**config.mk**
```make
export PLATFORM = sky130hd
export DESIGN_NAME = rf_wb_arbiter
export DESIGN_NICKNAME = d
export VERILOG_FILES = /design/src/rtl/rf_wb_arbiter_pkg.sv /design/src/rtl/rf_wb_arbiter_scoreboard.sv /design/src/rtl/rf_wb_arbiter.sv
export SDC_FILE = /design/constraint.sdc
export NUM_CORES = 1
export LEC_CHECK = 0
export ABC_AREA = 1
export BUFFER_PORTS_ARGS = -buffer_cell sky130_fd_sc_hd__buf_4
export CORE_MARGIN = 3
export CORE_UTILIZATION = 54
export DETAILED_ROUTE_END_ITERATION = 6
export PLACE_DENSITY_LB_ADDON = 0.3
export REMOVE_ABC_BUFFERS = 1
export SLEW_MARGIN = 10
export SYNTH_ARGS = -nofsm -noshare
export SYNTH_HDL_FRONTEND = slang
export SYNTH_SLANG_ARGS = --single-unit
```
**constraint.sdc**
```tcl
create_clock -name clk -period 2.7 [get_ports clk]
set_input_delay 0.135 -clock clk [delete_from_list [all_inputs] [get_ports clk]]
set_output_delay 0.135 -clock clk [all_outputs]
set_load 0.02 [all_outputs]
```
**src/rtl/rf_wb_arbiter_pkg.sv**
```systemverilog
// Shared definitions for the register-file writeback arbiter and its scoreboard.
// Latency: n/a (types and constants only).
// Backpressure: n/a.
package rf_wb_arbiter_pkg;

    localparam int REG_ADDR_W = 5;
    localparam int DATA_W     = 32;
    localparam int NUM_REGS   = 1 << REG_ADDR_W;

    // Arbiter FSM: NORMAL lets the pipeline win, FORCE stalls it so the long unit drains.
    typedef enum logic {
        ST_NORMAL = 1'b0,
        ST_FORCE  = 1'b1
    } arb_state_e;

    // Which source owns the registered write-port contents.
    typedef enum logic {
        SRC_PIPE = 1'b0,
        SRC_LU   = 1'b1
    } src_e;

endpackage

```
**src/rtl/rf_wb_arbiter_scoreboard.sv**
```systemverilog
// Pending-destination bitmap for long-latency results, with two decode lookup ports.
// Latency: set/clear take effect at the next edge; lookups are combinational (no bypass).
// Backpressure: none; set and clear are accepted every cycle, set wins on a collision.
//
// Ports: clk/resetn; set_vld/set_addr (issue); clr_vld/clr_addr (long-unit write);
//        chk_addr1/chk_addr2 -> chk_busy1/chk_busy2.
module rf_scoreboard
    import rf_wb_arbiter_pkg::*;
(
    input  logic                  clk,
    input  logic                  resetn,
    input  logic                  set_vld,
    input  logic [REG_ADDR_W-1:0] set_addr,
    input  logic                  clr_vld,
    input  logic [REG_ADDR_W-1:0] clr_addr,
    input  logic [REG_ADDR_W-1:0] chk_addr1,
    input  logic [REG_ADDR_W-1:0] chk_addr2,
    output logic                  chk_busy1,
    output logic                  chk_busy2
);

    logic [NUM_REGS-1:0] pending_q;
    logic [NUM_REGS-1:0] pending_d;
    logic [NUM_REGS-1:0] set_mask;
    logic [NUM_REGS-1:0] clr_mask;

    always_comb begin
        set_mask = '0;
        clr_mask = '0;
        if (set_vld) set_mask[set_addr] = 1'b1;
        if (clr_vld) clr_mask[clr_addr] = 1'b1;
        // Clear first, then set: an issue landing on the same edge as the old
        // result's write must keep the register pending for the new result.
        pending_d    = (pending_q & ~clr_mask) | set_mask;
        // r0 is hardwired zero and can never be outstanding.
        pending_d[0] = 1'b0;
    end

    always_ff @(posedge clk or negedge resetn) begin
        if (!resetn) pending_q <= '0;
        else         pending_q <= pending_d;
    end

    assign chk_busy1 = pending_q[chk_addr1];
    assign chk_busy2 = pending_q[chk_addr2];

endmodule

```
**src/rtl/rf_wb_arbiter.sv**
```systemverilog
// Arbitrates the single register-file write port between pipeline writeback and a long-latency unit.
// Latency: 1 cycle from grant to rf_we/rf_waddr/rf_wdata; pipe_stall is registered FSM state.
// Backpressure: pipeline has priority; the long unit is refused via lu_ready and, after
//               STARVE_LIMIT refused cycles, the pipeline is stalled for one forced grant.
//
// Ports: clk/resetn; wb_* pipeline writeback; lu_* long-unit result with lu_ready;
//        iss_* pending-set on issue; chk_addr*/chk_busy* decode lookup; pipe_stall; rf_* write port.
module rf_wb_arbiter
    import rf_wb_arbiter_pkg::*;
#(
    parameter int STARVE_LIMIT = 3
) (
    input  logic                  clk,
    input  logic                  resetn,
    input  logic                  wb_valid,
    input  logic [REG_ADDR_W-1:0] wb_addr,
    input  logic [DATA_W-1:0]     wb_data,
    input  logic                  lu_valid,
    input  logic [REG_ADDR_W-1:0] lu_addr,
    input  logic [DATA_W-1:0]     lu_data,
    output logic                  lu_ready,
    input  logic                  iss_valid,
    input  logic [REG_ADDR_W-1:0] iss_addr,
    input  logic [REG_ADDR_W-1:0] chk_addr1,
    input  logic [REG_ADDR_W-1:0] chk_addr2,
    output logic                  chk_busy1,
    output logic                  chk_busy2,
    output logic                  pipe_stall,
    output logic                  rf_we,
    output logic [REG_ADDR_W-1:0] rf_waddr,
    output logic [DATA_W-1:0]     rf_wdata
);

    localparam int              CNT_W    = (STARVE_LIMIT < 4) ? 2 : $clog2(STARVE_LIMIT + 1);
    localparam logic [CNT_W-1:0] CNT_MAX  = '1;
    localparam logic [CNT_W-1:0] LIMIT_M1 = CNT_W'(STARVE_LIMIT - 1);

    arb_state_e            state_q, state_d;
    logic [CNT_W-1:0]      cnt_q, cnt_d;

    logic                  grant_vld;
    src_e                  grant_src;
    logic [REG_ADDR_W-1:0] grant_addr;
    logic [DATA_W-1:0]     grant_data;

    logic                  rf_we_q;
    logic [REG_ADDR_W-1:0] rf_waddr_q;
    logic [DATA_W-1:0]     rf_wdata_q;
    src_e                  src_q;

    always_comb begin
        state_d    = state_q;
        cnt_d      = cnt_q;
        lu_ready   = 1'b0;
        grant_vld  = 1'b0;
        grant_src  = SRC_PIPE;
        grant_addr = wb_addr;
        grant_data = wb_data;

        unique case (state_q)
            ST_NORMAL: begin
                lu_ready = !wb_valid;
                if (wb_valid) begin
                    grant_vld = 1'b1;
                end else if (lu_valid) begin
                    grant_vld  = 1'b1;
                    grant_src  = SRC_LU;
                    grant_addr = lu_addr;
                    grant_data = lu_data;
                end
                // Only a refused result counts as starvation; a handshake or an
                // idle long unit restarts the count.
                if (lu_valid && wb_valid) begin
                    if (cnt_q != CNT_MAX) cnt_d = cnt_q + CNT_W'(1);
                    if (cnt_q == LIMIT_M1) state_d = ST_FORCE;
                end else begin
                    cnt_d = '0;
                end
            end
            ST_FORCE: begin
                // Pipeline is stalled and keeps holding its writeback, so it is
                // safe to ignore wb_valid here.
                lu_ready = 1'b1;
                cnt_d    = '0;
                state_d  = ST_NORMAL;
                if (lu_valid) begin
                    grant_vld  = 1'b1;
                    grant_src  = SRC_LU;
                    grant_addr = lu_addr;
                    grant_data = lu_data;
                end
            end
            default: begin
                state_d = ST_NORMAL;
                cnt_d   = '0;
            end
        endcase

        // No handshake may be signalled while the block is held in reset.
        if (!resetn) lu_ready = 1'b0;
    end

    always_ff @(posedge clk or negedge resetn) begin
        if (!resetn) begin
            state_q    <= ST_NORMAL;
            cnt_q      <= '0;
            rf_we_q    <= 1'b0;
            rf_waddr_q <= '0;
            rf_wdata_q <= '0;
            src_q      <= SRC_PIPE;
        end else begin
            state_q <= state_d;
            cnt_q   <= cnt_d;
            // r0 writes are consumed (handshake done) but never reach the file.
            rf_we_q <= grant_vld && (grant_addr != '0);
            if (grant_vld) begin
                rf_waddr_q <= grant_addr;
                rf_wdata_q <= grant_data;
                src_q      <= grant_src;
            end
        end
    end

    assign pipe_stall = (state_q == ST_FORCE);
    assign rf_we      = rf_we_q;
    assign rf_waddr   = rf_waddr_q;
    assign rf_wdata   = rf_wdata_q;

    // Pending bit clears on the edge the long-unit write is presented, so decode
    // sees busy until the value is actually in the register file.
    rf_scoreboard u_scoreboard (
        .clk       (clk),
        .resetn    (resetn),
        .set_vld   (iss_valid),
        .set_addr  (iss_addr),
        .clr_vld   (rf_we_q && (src_q == SRC_LU)),
        .clr_addr  (rf_waddr_q),
        .chk_addr1 (chk_addr1),
        .chk_addr2 (chk_addr2),
        .chk_busy1 (chk_busy1),
        .chk_busy2 (chk_busy2)
    );

endmodule

```
==> impl_results.md <==
- Synth warnings: 0
- Synth unique cells: 18
- Number of diodes: 0
- H-tree Lvls: 3
- Setup ws final: between 400 and 500 ps
- Routed len/inst: about 20 um
- Final instance area: between 0.005 and 0.006 mm2
- Crit path largest cell delay: about 570 ps
- CORE AREA: ~0.0068 mm2
- Peak Freq: approximately 450 MHz
- Worst vdd ir: between 0.4 and 0.5 mV
- Detail Placement HPWL: 8570 um
- Setup_tns: 0 ps
- Worst min-delay path class: input port to flop
- Max Cap Viol: 0
- Syn Std Cell Area: 0.00383 mm2
- I/O Buffers: between 100 and 150
- Hold Path Origin: lu_data[7]
- Multi-input gate area: 0.00171 mm2
- Outcome: complete, but fails checks
- CP Data Required Time: about 3000 ps
- # Post-CTS Setup Buffers: 0
- Global route overflow: 0
- Area Overhead vs Synth: 44.1%
- R2R setup slack: 450 ps
- Final count of hold timing violations: 1
- Antenna violations before repair: 0
- Setup crit end kind: flop
- Final setup fails: 0
- Hold slack: -3.26 ps
- Most frequent cells in the layout: nand2_1 (195), buf_4 (138), nand3_1 (106)
- Period minus WS final: between 2000 and 2500 ps
- First-pass GRT wire length: roughly 25000 um
- Drt drc: 0
- PD cells: 630 mW/mm2
- Drt initial violations: approximately 770
- Pin count of the biggest net entering global routing: between 50 and 60
- Worst EP arrival: around 2600 ps
- Worst hold path depth: 3
- Final wirelength: between 15000 and 20000 um
- Die height: around 90 um
- Final period util: between 80% and 90%
- Mapped Cells: 515
- Inserted Clock Buffers: 9
- Placer Congestion: around 0.91
- Io pins: around 140
- Failing checks: hold timing
- Later-pin clock latency in the skew report: ~370 ps
- Nets: around 800
- First drt pass iteration count: 7
- Clock Tree Buf Depth: 2
- GRT Overall Usage: approximately two fifths
- Ratio of cells with drive above 1 in the final layout: 23.0%
- Fill cells: around 390
- Post-cts hold buffer count: between 40 and 50
- Crit start category: flop
- Sequential cell area fraction in the yosys report: a little under half
- Hold path endpoint: rf_wdata[7]
- RR Startpoint: pipe_stall
- Vias in the first global route: roughly 4.8k
- Clock tree sinks: 73
- Crit Path Max Fanout: 22
- Worst reg-to-reg path cell count: 7
- Via/cell ratio: about 6.1
- Reg clk slew, reported paths: 80 ps
- Rows: 30
- CTS root buf: clkbuf_8
- Slew margin rel.: between 40% and 50%
- Commonest non-fill, non-tap cell in the layout: nand2_1
- CP max-delay cell: inv_1
- FF+latch count, synth: between 70 and 80
- Final Util: between 80% and 90%
- Critical path class: flop to flop
- Initial Util: between 50% and 60%
- Via Count: approximately 4.8k
- Syn_area_per_cell: between 7 and 8 um2
- Synth top area cells: dfrtp_1 (48%), nand2_1 (19%), nand3_1 (14%), o21ai_0 (8.8%), inv_1 (3.1%)
- Area post-placement: around 0.0048 mm2
- RSZ-0062 raised after global routing: no
- Post-CTS sizing: 0
- FF-to-FF End: rf_wdata[10]
- DP Worst Slack: ~1100 ps
- FF+latch area: between 0.0015 and 0.002 mm2
- Worst Max-Slew Pin Slew: about 770 ps
- Die W: roughly 90 um
- Die area: a little over 0.008 mm2
- Area leader, netlist: dfrtp_1
- CTS tree: done
- Leak Pwr: about 2.8 nW
- Cell breakdown of the critical path: inv_2 > nand2_4 > inv_1 > buf_4 > nand2_1 > nand3_1 > dlygate4sd3_1
- Post-route antenna net violation count: 0
- Post-synth top area share: about 48%
- Max Slew Vio Count: 0
- Clk_skew: 9.24 ps
-- stage by stage --
| step | power, mW | cells |
|---|---|---|
| finish | 3.47 | 791 |
| global route | 3.61 | 791 |
| CTS | 3.34 | 790 |
| detailed placement | 2.33 | 730 |
| global placement | 2.29 | 730 |
| floorplan | 1.92 | 496 |
-- layout make-up --
type / count / share of cell area, %
flip-flops and latches: 73 / 33.1
inverters: 38 / 2.77
clock inverters: 5 / 1.43
well taps: 96 / 2.18
repair buffers: 183 / 27.0
multi-input cells: 385 / 31.0
clock buffers: 11 / 2.56
-- report_power, final --
part	total (mW)	internal, mW	leakage [nW]	switching (mW)
combinational	0.964	0.409	1.87	0.555
clock	0.998	0.545	0.113	0.453
sequential	1.51	1.31	0.829	0.198
total	3.47	2.27	2.81	1.21
-- metal layers --
layer / vias up / track usage [%] / routed length, um
met1: 2171 / 43.5 / 5380
met4: 0 / 23.0 / 1050
met5: - / 0 / 0
met3: 126 / 12.3 / 1910
met2: 470 / 65.3 / 7530
li1: 2034 / - / -
-- flip-flops by register name (all words and copies together), names as in the netlist --
signal,flops
rf_wdata,32
u_scoreboard.pending_q,31
rf_waddr,5
cnt_q,2
pipe_stall,1
rf_we,1
src_q,1
-- worst max-delay path by stage --
stage	startpoint	end	slack, ps	depth (start not counted)
after floorplan	pipe_stall	rf_wdata[0]	1170	6
after global placement	pipe_stall	rf_wdata[21]	1220	6
after detailed placement	pipe_stall	rf_wdata[28]	1140	6
after CTS	pipe_stall	rf_wdata[0]	610	7
after global routing	pipe_stall	rf_wdata[10]	360	7
final	pipe_stall	rf_wdata[10]	450	7
-- logic make-up (layout without fill, tap and decap cells) --
family	after synthesis	in the layout	share of synthesized area, %
multiplexers	1	1	0.262
XOR/XNOR	1	1	0.229
adder cells (fa/ha/maj)	2	2	0.654
AO/OA/AOI/OAI	73	73	9.55
AND/OR/NAND/NOR	308	308	33.9
buffers and inverters	57	237	7.65
flip-flops	73	73	47.7
-- synthesized netlist by cell type --
cell type	n
ha_1	2
nand2_1	195
buf_2	10
xor2_1	1
o21ai_0	67
nor3_1	2
nand2_4	1
buf_4	3
inv_1	32
buf_6	6
mux2i_1	1
inv_6	2
nand3_1	106
a21oi_1	2
dfrtp_1	73
o21ai_1	4
inv_2	4
nor2_1	4
-- critical path, delay by kind of cell, from the launching register on --
kind | cells | cell delay, ps
flip-flops | 1 | 400
buffers and inverters | 4 | 1520
AND/OR/NAND/NOR | 3 | 250
(Power assumes the default switching activity.)
